## config.mk

```make
export PLATFORM = sky130hd
export DESIGN_NAME = mips32_mc_sequencer
export DESIGN_NICKNAME = d
export VERILOG_FILES = /design/src/rtl/mips32_mc_sequencer.sv
export SDC_FILE = /design/constraint.sdc
export NUM_CORES = 1
export LEC_CHECK = 0
export ABC_CLOCK_PERIOD_IN_PS = 3100
export CORE_MARGIN = 4
export CORE_UTILIZATION = 45
export CTS_CLUSTER_SIZE = 20
export DETAILED_ROUTE_END_ITERATION = 8
export DONT_BUFFER_PORTS = 1
export SLEW_MARGIN = 20
export SYNTH_ARGS = -nofsm -noshare
export SYNTH_HDL_FRONTEND = slang
export SYNTH_SLANG_ARGS = --single-unit
```

## constraint.sdc

```tcl
create_clock -name clk -period 3.1 [get_ports clk]
set_input_delay 0.62 -clock clk [delete_from_list [all_inputs] [get_ports clk]]
set_output_delay 0.62 -clock clk [all_outputs]
set_load 0.1 [all_outputs]
```

## src/rtl/mips32_mc_sequencer.sv

```systemverilog
// Multicycle control sequencer: steps each MIPS32 instruction through
// fetch/decode/execute/memory/write-back over a shared, ready-handshaked memory port.
module mips32_mc_sequencer #(
  parameter int unsigned MEM_TIMEOUT = 16
) (
  input  logic        clk,
  input  logic        rst_n,
  input  logic [5:0]  opc,
  input  logic [5:0]  func,
  input  logic        memReady,
  input  logic        aluZero,
  output logic        memReq,
  output logic        memWe,
  output logic        iOrD,
  output logic        irWrite,
  output logic        pcWrite,
  output logic [1:0]  pcSrc,
  output logic        aluSrcA,
  output logic [1:0]  aluSrcB,
  output logic [2:0]  aluFunc,
  output logic        rfWriteEnable,
  output logic        rfWriteAddrSel,
  output logic        rfWriteDataSel,
  output logic        instrDone,
  output logic [31:0] instrCount,
  output logic        invOpcode,
  output logic        busErr,
  output logic [2:0]  state
);

  typedef enum logic [2:0] {
    S_FETCH  = 3'd0,
    S_DECODE = 3'd1,
    S_EXEC   = 3'd2,
    S_MEM_RD = 3'd3,
    S_MEM_WR = 3'd4,
    S_WB_ALU = 3'd5,
    S_WB_MEM = 3'd6,
    S_HALT   = 3'd7
  } state_t;

  localparam logic [2:0] ALU_AND = 3'd0;
  localparam logic [2:0] ALU_OR  = 3'd1;
  localparam logic [2:0] ALU_ADD = 3'd2;
  localparam logic [2:0] ALU_SUB = 3'd6;
  localparam logic [2:0] ALU_SLT = 3'd7;

  localparam logic [5:0] OP_RTYPE = 6'h00;
  localparam logic [5:0] OP_J     = 6'h02;
  localparam logic [5:0] OP_BEQ   = 6'h04;
  localparam logic [5:0] OP_BNE   = 6'h05;
  localparam logic [5:0] OP_LW    = 6'h23;
  localparam logic [5:0] OP_SW    = 6'h2B;

  localparam logic [5:0] FN_ADD = 6'h20;
  localparam logic [5:0] FN_SUB = 6'h22;
  localparam logic [5:0] FN_AND = 6'h24;
  localparam logic [5:0] FN_OR  = 6'h25;
  localparam logic [5:0] FN_SLT = 6'h2A;

  // Last tolerated wait count: the access errors when the count would reach MEM_TIMEOUT.
  localparam logic [7:0] WAIT_LIMIT = 8'(MEM_TIMEOUT - 1);

  state_t      state_q, state_d;
  logic [7:0]  wait_q, wait_d;
  logic [31:0] count_q;
  logic        inv_q, inv_d;
  logic        bus_q, bus_d;

  logic        is_r_s, is_beq_s, is_bne_s, is_lw_s, is_sw_s, is_j_s, timeout_s;
  logic        mem_req_s, mem_we_s, iord_s, ir_wr_s, pc_wr_s;
  logic [1:0]  pc_src_s, src_b_s;
  logic        src_a_s, rf_we_s, rf_as_s, rf_ds_s, done_s;
  logic [2:0]  alu_fn_s, r_fn_s;

  // Instruction class decode from the held IR fields.
  always_comb begin
    is_r_s   = 1'b0;
    r_fn_s   = ALU_ADD;
    if (opc == OP_RTYPE) begin
      case (func)
        FN_ADD:  begin is_r_s = 1'b1; r_fn_s = ALU_ADD; end
        FN_SUB:  begin is_r_s = 1'b1; r_fn_s = ALU_SUB; end
        FN_AND:  begin is_r_s = 1'b1; r_fn_s = ALU_AND; end
        FN_OR:   begin is_r_s = 1'b1; r_fn_s = ALU_OR;  end
        FN_SLT:  begin is_r_s = 1'b1; r_fn_s = ALU_SLT; end
        default: begin is_r_s = 1'b0; r_fn_s = ALU_ADD; end
      endcase
    end else begin
      is_r_s = 1'b0;
      r_fn_s = ALU_ADD;
    end
    is_beq_s  = (opc == OP_BEQ);
    is_bne_s  = (opc == OP_BNE);
    is_lw_s   = (opc == OP_LW);
    is_sw_s   = (opc == OP_SW);
    is_j_s    = (opc == OP_J);
    timeout_s = (wait_q == WAIT_LIMIT) && !memReady;
  end

  // Next-state, sticky halt causes and per-state control outputs.
  always_comb begin
    state_d   = state_q;
    inv_d     = inv_q;
    bus_d     = bus_q;
    mem_req_s = 1'b0;
    mem_we_s  = 1'b0;
    iord_s    = 1'b0;
    ir_wr_s   = 1'b0;
    pc_wr_s   = 1'b0;
    pc_src_s  = 2'd0;
    src_a_s   = 1'b0;
    src_b_s   = 2'd0;
    alu_fn_s  = 3'd0;
    rf_we_s   = 1'b0;
    rf_as_s   = 1'b0;
    rf_ds_s   = 1'b0;
    done_s    = 1'b0;
    case (state_q)
      S_FETCH: begin
        mem_req_s = 1'b1;
        src_b_s   = 2'd1;
        alu_fn_s  = ALU_ADD;
        if (memReady) begin
          ir_wr_s = 1'b1;
          pc_wr_s = 1'b1;
          state_d = S_DECODE;
        end else if (timeout_s) begin
          bus_d   = 1'b1;
          state_d = S_HALT;
        end else begin
          state_d = S_FETCH;
        end
      end
      S_DECODE: begin
        src_b_s  = 2'd3;
        alu_fn_s = ALU_ADD;
        if (is_r_s || is_lw_s || is_sw_s || is_beq_s || is_bne_s) begin
          state_d = S_EXEC;
        end else if (is_j_s) begin
          pc_wr_s  = 1'b1;
          pc_src_s = 2'd2;
          done_s   = 1'b1;
          state_d  = S_FETCH;
        end else begin
          inv_d   = 1'b1;
          state_d = S_HALT;
        end
      end
      S_EXEC: begin
        src_a_s = 1'b1;
        if (is_r_s) begin
          alu_fn_s = r_fn_s;
          state_d  = S_WB_ALU;
        end else if (is_lw_s || is_sw_s) begin
          src_b_s  = 2'd2;
          alu_fn_s = ALU_ADD;
          state_d  = is_lw_s ? S_MEM_RD : S_MEM_WR;
        end else if (is_beq_s || is_bne_s) begin
          alu_fn_s = ALU_SUB;
          pc_src_s = 2'd1;
          pc_wr_s  = (is_beq_s && aluZero) || (is_bne_s && !aluZero);
          done_s   = 1'b1;
          state_d  = S_FETCH;
        end else begin
          // IR changed under us; treat as an illegal instruction rather than guess.
          inv_d   = 1'b1;
          state_d = S_HALT;
        end
      end
      S_MEM_RD: begin
        mem_req_s = 1'b1;
        iord_s    = 1'b1;
        if (memReady) begin
          state_d = S_WB_MEM;
        end else if (timeout_s) begin
          bus_d   = 1'b1;
          state_d = S_HALT;
        end else begin
          state_d = S_MEM_RD;
        end
      end
      S_MEM_WR: begin
        mem_req_s = 1'b1;
        mem_we_s  = 1'b1;
        iord_s    = 1'b1;
        if (memReady) begin
          done_s  = 1'b1;
          state_d = S_FETCH;
        end else if (timeout_s) begin
          bus_d   = 1'b1;
          state_d = S_HALT;
        end else begin
          state_d = S_MEM_WR;
        end
      end
      S_WB_ALU: begin
        rf_we_s = 1'b1;
        rf_as_s = 1'b1;
        done_s  = 1'b1;
        state_d = S_FETCH;
      end
      S_WB_MEM: begin
        rf_we_s = 1'b1;
        rf_ds_s = 1'b1;
        done_s  = 1'b1;
        state_d = S_FETCH;
      end
      S_HALT: begin
        state_d = S_HALT;
      end
      default: begin
        state_d = S_HALT;
      end
    endcase
  end

  // Wait counter restarts on every state change, counts stalled memory cycles otherwise.
  always_comb begin
    wait_d = wait_q;
    if (state_d != state_q) begin
      wait_d = 8'd0;
    end else if ((state_q == S_FETCH || state_q == S_MEM_RD || state_q == S_MEM_WR) && !memReady) begin
      wait_d = wait_q + 8'd1;
    end else begin
      wait_d = wait_q;
    end
  end

  // Sequencer state, wait counter, sticky flags and retired-instruction counter.
  always_ff @(posedge clk or negedge rst_n) begin
    if (!rst_n) begin
      state_q <= S_FETCH;
      wait_q  <= 8'd0;
      count_q <= 32'd0;
      inv_q   <= 1'b0;
      bus_q   <= 1'b0;
    end else begin
      state_q <= state_d;
      wait_q  <= wait_d;
      count_q <= count_q + {31'd0, done_s};
      inv_q   <= inv_d;
      bus_q   <= bus_d;
    end
  end

  // Controls are gated by rst_n so nothing leaks out while reset is held.
  assign memReq         = rst_n & mem_req_s;
  assign memWe          = rst_n & mem_we_s;
  assign iOrD           = rst_n & iord_s;
  assign irWrite        = rst_n & ir_wr_s;
  assign pcWrite        = rst_n & pc_wr_s;
  assign pcSrc          = rst_n ? pc_src_s : 2'd0;
  assign aluSrcA        = rst_n & src_a_s;
  assign aluSrcB        = rst_n ? src_b_s : 2'd0;
  assign aluFunc        = rst_n ? alu_fn_s : 3'd0;
  assign rfWriteEnable  = rst_n & rf_we_s;
  assign rfWriteAddrSel = rst_n & rf_as_s;
  assign rfWriteDataSel = rst_n & rf_ds_s;
  assign instrDone      = rst_n & done_s;
  assign instrCount     = count_q;
  assign invOpcode      = inv_q;
  assign busErr         = bus_q;
  assign state          = state_q;

endmodule
```

[Word-level counts from Yosys, hierarchy flattened]
Index checks and enable logic that the tools add are counted.
Storage, ports and cells
  bits in registers: 45
  input bits: 16
  output and inout bits: 54
  word-level logic and storage cells: 128
Cells by class
  $add $sub $neg: 2
  eq/ne operators: 24
  multiplexer cells: 60
  bitwise gates (word level): 11
  reductions and logical operators: 26
Operator list (count)
  3-bit 2-to-1 mux: 16
  6-bit equality test, second input constant: 7
  32-bit by 1-bit adder with 32-bit output: 1
  1-bit 2-to-1 mux: 27
  3-bit one-hot mux with 7 select lines: 1
  8-bit 2-to-1 mux: 2
  2-bit 2-to-1 mux: 7
  3-bit equality test, second input constant: 4
  6-bit by 3-bit equality test with 1-bit output, second input constant: 2
  3-bit one-hot mux with 4 select lines: 1
  1-bit AND: 10
  2-bit != test, second input constant: 5
  1-bit logical OR: 9
  8-bit by 1-bit adder with 8-bit output, second input constant: 1
  8-bit by 4-bit equality test with 1-bit output, second input constant: 1
  3-bit by 2-bit equality test with 1-bit output, second input constant: 2
  6-bit by 2-bit equality test with 1-bit output, second input constant: 1
  6-bit logical NOT: 1
  2-bit one-hot mux with 3 select lines: 1
  3-bit one-hot mux with 2 select lines: 1
  6-bit AND reduction: 1
  2-bit OR reduction: 3
  5-bit OR reduction: 1
  1-bit logical AND: 4
  12 further kinds: 14

[Depth between registers and ports, before layout]
Gate-level depths: netlist of the first run.
  depth after elaboration: 12
  gate-level depth with buffers: 14
  mapped depth without buffers: 12

[Worst setup path after synthesis of the first run]
OpenSTA, ideal clock, no wires.
  path kind: register to output
  start: reg state_q[1] (netlist: state[1])
  end: out aluFunc[0]
  data arrival time: 3.752 ns
  required time: 2.480 ns
  path slack: -1.272 ns
  cell stages (with the launch flop): 5
  path buffers: 0
  cell sequence: dfrtp_1 > inv_1 > nor2_1 > nand3_1 > nor3_1
Between the ends
  cells in the longest elaborated chain, start to end: 4
  elaborated cells on any way between the ends: 6
  those cells by class: eq/ne: 2; mux: 2; reduce/logical: 2
Ends and longest elaborated chain
  start: declaration: line 64  | state_t state_q, state_d;
  start signal: assignment: line 239  | state_q <= state_d;
  3-bit by 1-bit equality test with 1-bit output / 3-bit logical NOT (equally long branches): line 119  | case (state_q)
  2-bit OR reduction (no line)
  3-bit one-hot mux with 2 select lines (*): line 119
  3-bit 2-to-1 mux (*): line 256  | assign aluFunc = rst_n ? alu_fn_s : 3'd0;
  end: declaration: line 20  | output logic [2:0] aluFunc,
Mark *: on every way between the ends. The rest lies on a longest branch, timed or not.

[Worst setup path in the final report of the first run]
  start: in opc[3]
  end: reg count_q[26] (netlist: instrCount[26])
Between the ends
  cells in the longest elaborated chain, start to end: 9
  elaborated cells on any way between the ends: 20
  those cells by class: add/sub: 1; eq/ne: 5; mux: 7; reduce/logical: 7
Ends and longest elaborated chain
  start: declaration: line 8  | input logic [5:0] opc,
  6-bit logical NOT: line 80  | if (opc == OP_RTYPE) begin
  1-bit 2-to-1 mux: line 80
  1-bit logical OR (4 in a row): line 138  | if (is_r_s || is_lw_s || is_sw_s || is_beq_s || is_bne_s) begin
  1-bit 2-to-1 mux: line 138
  1-bit one-hot mux with 4 select lines (*): line 119
  32-bit by 1-bit adder with 32-bit output (*): line 241  | count_q <= count_q + {31'd0, done_s};
  end signal: assignment: line 241
  end: declaration: line 66  | logic [31:0] count_q;
Marks and branches as above.
A chain may end at the register's enable or synchronous reset.

==> summary.txt, run 1 <==
CTS
  – CTS Root Cell: clkbuf_8
  – Clk slew on worst S/H paths: 0.10 ns
  – Worst-Skew Late Latency: 0.31 ns
  – Clk sinks: 45
  – CTS tree: done
  – Longest Clk Path Bufs: 2
  – Num CTS Buffers: 5
  – Max H-tree Level: 2

Synth
  – Leading area contributor after synthesis: dfrtp_1
  – Asr flop ratio synth: 100%
  – Most numerous cell in the Yosys netlist: dfrtp_1
  – Synth Warn #: 0
  – Synth cell count leaders: 45 x dfrtp_1, 32 x nor2_1, 29 x nand2_1
  – Synthesized area per cell: 9.52 sq um
  – Cells after Synth: 267
  – Post-Syn Area: 2540 sq um
  – Synth top area cells: dfrtp_1 44%, xnor2_1 9.7%, nor2_1 4.7%
  – Post-synthesis cell type count: 48
  – Mux share of post-synthesis cell area: 0.788%
  – Sequential area share after synthesis: 44.3%
  – Mapped Nets: 286
  – Largest family of logic cells by synthesized area: simple AND/OR/NAND/NOR gates
  – Top cell type's share of synthesized area: 44.3%
  – Main synth FF type: dfrtp_1
  – Synth Area in Compound Gates: 11.9%
  – XOR/XNOR share of the synthesized area: 12.8%
  – EDFF count, synth: 0
  – Synth Area in Simple Gates: 25.9%
  – #FFs+latches synth: 45
  – Adder-cell share of the synthesized area: 1.48%

Global routing
  – Total grt overflow: 0
  – Most Used Layer, Global Route: met2
  – M1 GR Usage: 24.4%
  – M2 GR Usage: 29.2%
  – Initial antenna violation count: 0
  – Global-route total usage across every layer: 18.7%
  – Grt met3 use: 6.85%
  – Vias in the first global route: 2230
  – Largest net degree at the start of global routing: 38
  – First-pass GRT wire length: 10700 um

Drt
  – DRT Pass-1 Iters: 4
  – Final WL: 6260 um
  – DR WL/cell: 15.4 um
  – Via Count: 2208
  – Detailed Route Iter0 Violations: 70
  – Routed vias/inst: 5.41
  – DRC: 0
  – Antenna-violating nets left: 0

Layout
  – Diode count: 0
  – Post-route cell area: 3400 sq um
  – Layout cells sized above 1: 31.3%
  – P&R area growth vs syn: 33.7%
  – Nets: 354

STA
  – Endpoints failing setup: 0
  – Worst slew pin tran: 1.01 ns
  – Setup WS post-layout: 0.151 ns
  – Max Clk Rate: 339 MHz
  – RSZ-0062 raised after global routing: false
  – Rel. slew slack: 32.5%
  – Count of final hold-check violations: 0
  – Final Max Tran Viols: 0
  – Min Tclk post-route: 2.95 ns
  – Final period util: 95.1%
  – Worst Skew: 0.0147 ns
  – Final TNS setup: 0 ns

Placed design
  – Area of placed instances: 3260 sq um
  – Post-Place Setup Slack: -0.170 ns
  – Detailed placement HPWL: 4520 um
  – GPL Wtd Cong: 0.798
  – PortBufs: 0

Critical path
  – FF-to-FF Start: state[0]$_DFF_PN0_
  – Crit path kind: input pin to flop
  – Critical Path Start: opc[3]
  – Startpoint types: input pin
  – CP Capture Type: flop
  – Crit path required time: 3.28 ns
  – CP arrival: 3.13 ns
  – Crit path max fanout: 7

Outcome
  – Status: finished clean

Job
  – MaxCap Viol Count: 0

Min path
  – HP Class: input pin to async pin

Floorplan
  – Die height: 83.1 um
  – Initial Util: 46.1%
  – Core ar.: 5510 sq um
  – Rows: 27
  – Die Wd: 83.1 um
  – Die area: 6910 sq um
  – IO Count: 70

Pwr
  – LEAKAGE: 1.59 nW
  – VDD IR max: 0.544 mV
  – Pwr dens: 802 nW/um^2
  – Pwr Total: 2.73 mW
[layout make-up]
class	instances	area, sq um
Multi-Input combinational cell	208	1470
Tap cell	72	90.1
Fill cell	470	2110
Inverter	8	30.0
Timing Repair Buffer	67	593
Sequential cell	45	1130
Clock buffer	5	68.8
Clock inverter	3	21.3
[cells in the final DEF, fill, tap and decap left out, drive strengths merged, types with 5 or more instances in the layout]
master	netlist	final
inv	8	9
clkbuf	2	5
xor2	9	9
o21ai	8	8
and4	7	7
buf	4	66
xnor2	28	28
nand2	29	29
nand4	8	8
a21oi	8	8
dfrtp	45	45
nor2	32	32
nor3	7	7
nand3	16	16
[logic make-up after synthesis]
family                   after synthesis
adder cells (fa/ha/maj)                3
buffers and inverters                 14
AO/OA/AOI/OAI                         41
XOR/XNOR                              37
multiplexers                           2
AND/OR/NAND/NOR                      125
flip-flops                            45
[layer usage]
metal  wire length (um)  part of all wire, %
met1               2720                   43
met2               3000                   48
met3                512                  8.2
met4                 36                 0.57
met5                  0                    0
[what timing repair did]
item / CTS / global route
setup buffers: 0 / 2
hold endpoints to repair: 37 / 0
setup endpoints to repair: 0 / 1
hold buffers: 2 / 0
gates resized for setup: 0 / 1
[state kept, by name, indices dropped and copies added, names as in the netlist]
register    cells
invOpcode       1
wait_q          8
instrCount     32
state           3
busErr          1
[final timing paths]
check | end | slack (ns) | cells past startpoint
worst max register to register | instrCount[26]$_DFF_PN0_ | 0.50 | 11
worst max-delay path | instrCount[26]$_DFF_PN0_ | 0.15 | 13
max in group asynchronous | instrCount[21]$_DFF_PN0_ | 2.16 | 1
worst min-delay path | instrCount[3]$_DFF_PN0_ | 0.14 | 1
worst min register to register | instrCount[11]$_DFF_PN0_ | 0.53 | 1
min in group clk | state[1]$_DFF_PN0_ | 0.51 | 2
[through the flow]
stage,instances,utilization [%],hold slack (ns)
5_1_grt,408,61.7,0.142
3_3_place_gp,396,59.1,0.326
2_1_floorplan,267,-,0.324
6_report,408,61.7,0.144
3_5_place_dp,396,59.1,0.327
4_1_cts,406,61.3,0.146
[power breakdown]
part           internal [mW]  switching, mW
Clock                  0.160          0.215
Combinational          0.411           1.22
Sequential             0.656         0.0645
[worst max-delay path: stages]
cell and delay (ns):
or4_4 0.52, or2_4 0.24, o21ai_1 0.12, o21ai_1 0.07
o21ai_1 0.18, ha_2 0.24, ha_4 0.13, and3_1 0.17
nor4b_4 0.20, nor2b_1 0.16, buf_4 0.15, nand4_1 0.15
xnor2_2 0.18
Power figures use the tool's default switching activity.
==> inputs of run 2 (changes only) <==
Settings changed: PLACE_DENSITY_LB_ADDON set to 0.3.
==> run 2 against run 1 <==
Die area is the same; sequential power decreased by 2%; routed wire length decreased by 0.97%; critical endpoint is now instrCount[28]$_DFF_PN0_; largest power group unchanged; final cell count is 0.98% lower; hold slack lost 0.12 ns.
==> summary.txt, run 2 (synthesized netlist as in run 1, its figures left out) <==
Floorplan
  – Die Wd: 83.1 um (unchanged)
  – Die area: 6910 sq um (unchanged)
  – IO Count: 70 (unchanged)
  – Initial Util: 46.1% (unchanged)
  – Die height: 83.1 um (unchanged)
  – Rows: 27 (unchanged)
  – Core ar.: 5510 sq um (unchanged)

Pwr
  – Pwr Total: 2.67 mW (was 2.73 mW)
  – Pwr dens: 790 nW/um^2 (was 802 nW/um^2)
  – LEAKAGE: 1.55 nW (was 1.59 nW)
  – VDD IR max: 0.608 mV (was 0.544 mV)

Critical path
  – Crit path kind: input pin to flop (unchanged)
  – Critical-path cell list: or4_4 -> or2_4 -> o21ai_1 -> o21ai_1 -> o21ai_2 -> ha_2 -> ha_4 -> and3_4 -> nor4b_4 -> nor2b_1 -> buf_4 -> nand3_2 -> xnor2_1 (was or4_4 -> or2_4 -> o21ai_1 -> o21ai_1 -> o21ai_1 -> ha_2 -> ha_4 -> and3_1 -> nor4b_4 -> nor2b_1 -> buf_4 -> nand4_1 -> xnor2_2)
  – CP max stage delay: 0.52 ns (about the same)
  – CP arrival: 3.16 ns (was 3.13 ns)
  – Crit path required time: 3.27 ns (was 3.28 ns)
  – CP Capture Type: flop (unchanged)
  – CP max-delay cell: or4_4 (unchanged)
  – Startpoint types: input pin (unchanged)
  – Most Frequent Cell on Critical Path: o21ai_1 (unchanged)
  – Crit path max fanout: 7 (unchanged)

CTS
  – CTS tree: done (unchanged)
  – Max H-tree Level: 2 (unchanged)
  – CTS Root Cell: clkbuf_8 (unchanged)
  – Clk slew on worst S/H paths: 0.08 ns (was 0.10 ns)
  – Clk sinks: 45 (unchanged)
  – Longest Clk Path Bufs: 2 (unchanged)
  – Worst-Skew Late Latency: 0.29 ns (was 0.31 ns)
  – Num CTS Buffers: 5 (unchanged)

STA
  – RSZ-0062 raised after global routing: false (unchanged)
  – Hold Slack: 0.0235 ns (was 0.144 ns)
  – Final Max Tran Viols: 0 (unchanged)
  – Final period util: 96.5% (was 95.1%)
  – Count of final hold-check violations: 0 (unchanged)
  – Min Tclk post-route: 2.99 ns (was 2.95 ns)
  – Worst Skew: 0.00677 ns (was 0.0147 ns)
  – Final TNS setup: 0 ns (unchanged)
  – Worst slew pin tran: 1.04 ns (was 1.01 ns)
  – Rel. slew slack: 30.7% (was 32.5%)
  – Max Clk Rate: 334 MHz (was 339 MHz)
  – Endpoints failing setup: 0 (unchanged)

Drt
  – Routed vias/inst: 5.57 (was 5.41)
  – DRC: 0 (unchanged)
  – Via Count: 2251 (was 2208)
  – DRT Pass-1 Iters: 4 (unchanged)
  – Antenna-violating nets left: 0 (unchanged)
  – Final WL: 6200 um (was 6260 um)
  – Detailed Route Iter0 Violations: 148 (was 70)
  – DR WL/cell: 15.4 um (about the same)

Layout
  – P&R area growth vs syn: 32.7% (was 33.7%)
  – Layout cells sized above 1: 30.7% (was 31.3%)
  – Filler cells: 489 (was 470)
  – Most frequent cells in the layout: 56 x buf_4, 43 x dfrtp_1, 29 x nand2_1 (was 59 x buf_4, 43 x dfrtp_1, 29 x nand2_1)
  – Commonest non-fill, non-tap cell in the layout: buf_4 (unchanged)
  – Fin cells: 404 (was 408)
  – Largest register FFs: 32 (unchanged)
  – Post-route cell area: 3370 sq um (was 3400 sq um)
  – Diode count: 0 (unchanged)
  – Nets: 351 (was 354)

Global routing
  – Global-route total usage across every layer: 17.7% (was 18.7%)
  – Vias in the first global route: 2139 (was 2230)
  – Largest net degree at the start of global routing: 53 (was 38)
  – Total grt overflow: 0 (unchanged)
  – Initial antenna violation count: 0 (unchanged)
  – First-pass GRT wire length: 10200 um (was 10700 um)

Job
  – MaxCap Viol Count: 0 (unchanged)

Placed design
  – PortBufs: 0 (unchanged)
  – Area of placed instances: 3240 sq um (was 3260 sq um)
  – GPL Wtd Cong: 0.836 (was 0.798)
  – Inst Count DP: 394 (was 396)
  – Detailed placement HPWL: 4610 um (was 4520 um)

Outcome
  – Status: finished clean (unchanged)

Min path
  – HP Class: input pin to async pin (unchanged)
## run 2: layout make-up
class | count | area [sq um] | share of cell area, %
clock inverters | 1 | 8.76 | 0.260
repair buffers | 64 | 571 | 16.9
clock buffers | 6 | 72.6 | 2.15
flip-flops and latches | 45 | 1130 | 33.5
multi-input cells | 208 | 1470 | 43.7
well taps | 72 | 90.1 | 2.67
inverters | 8 | 30.0 | 0.890
## run 2: layer usage
layer	wire [um]	part of all wire (%)	global-route usage [%]
met1	2520	41	22.8
met5	0	0	0
met3	498	8.0	5.46
met4	25	0.40	4.16
met2	3160	51	29.2
## run 2: where the power goes
group          switching, mW  total [mW]  internal (mW)  leakage [nW]
Sequential            0.0482       0.705          0.656         0.604
Combinational           1.22        1.62          0.403         0.910
Clock                  0.183       0.339          0.156        0.0412
## run 2: final timing paths
kind	start	to	slack, ns	cells past startpoint
setup / recovery	opc[3]	instrCount[28]$_DFF_PN0_	0.11	13
hold / removal	rst_n	state[0]$_DFF_PN0_	0.02	0
setup reg to reg	state[0]$_DFF_PN0_	instrCount[28]$_DFF_PN0_	0.59	12
hold reg to reg	instrCount[0]$_DFF_PN0_	instrCount[0]$_DFF_PN0_	0.53	1
max in group asynchronous	rst_n	instrCount[15]$_DFF_PN0_	2.19	1
min in group clk	instrCount[0]$_DFF_PN0_	instrCount[0]$_DFF_PN0_	0.53	1
## run 2: timing repair
| action | in CTS | in global routing |
|---|---|---|
| resized for setup | 0 | 3 |
| endpoints found under the setup margin | 0 | 7 |
| hold buffers | 0 | 2 |
| endpoints found under the hold margin | 0 | 34 |
| buffers inserted | 0 | 1 |
## run 2: worst max-delay path: cells and delay by family
kind,cells,cell delay [ns]
AO/OA/AOI/OAI,3,0.39
XOR/XNOR,1,0.19
adder cells (fa/ha/maj),2,0.39
buffers and inverters,1,0.16
AND/OR/NAND/NOR,6,1.39
## run 2: per-stage QoR
step	setup WS (ns)	util [%]
after floorplan	-0.309	-
after global placement	-0.174	58.9
after detailed placement	-0.285	58.9
after CTS	0.0167	60.3
after global routing	0.0117	61.3
final	0.107	61.3
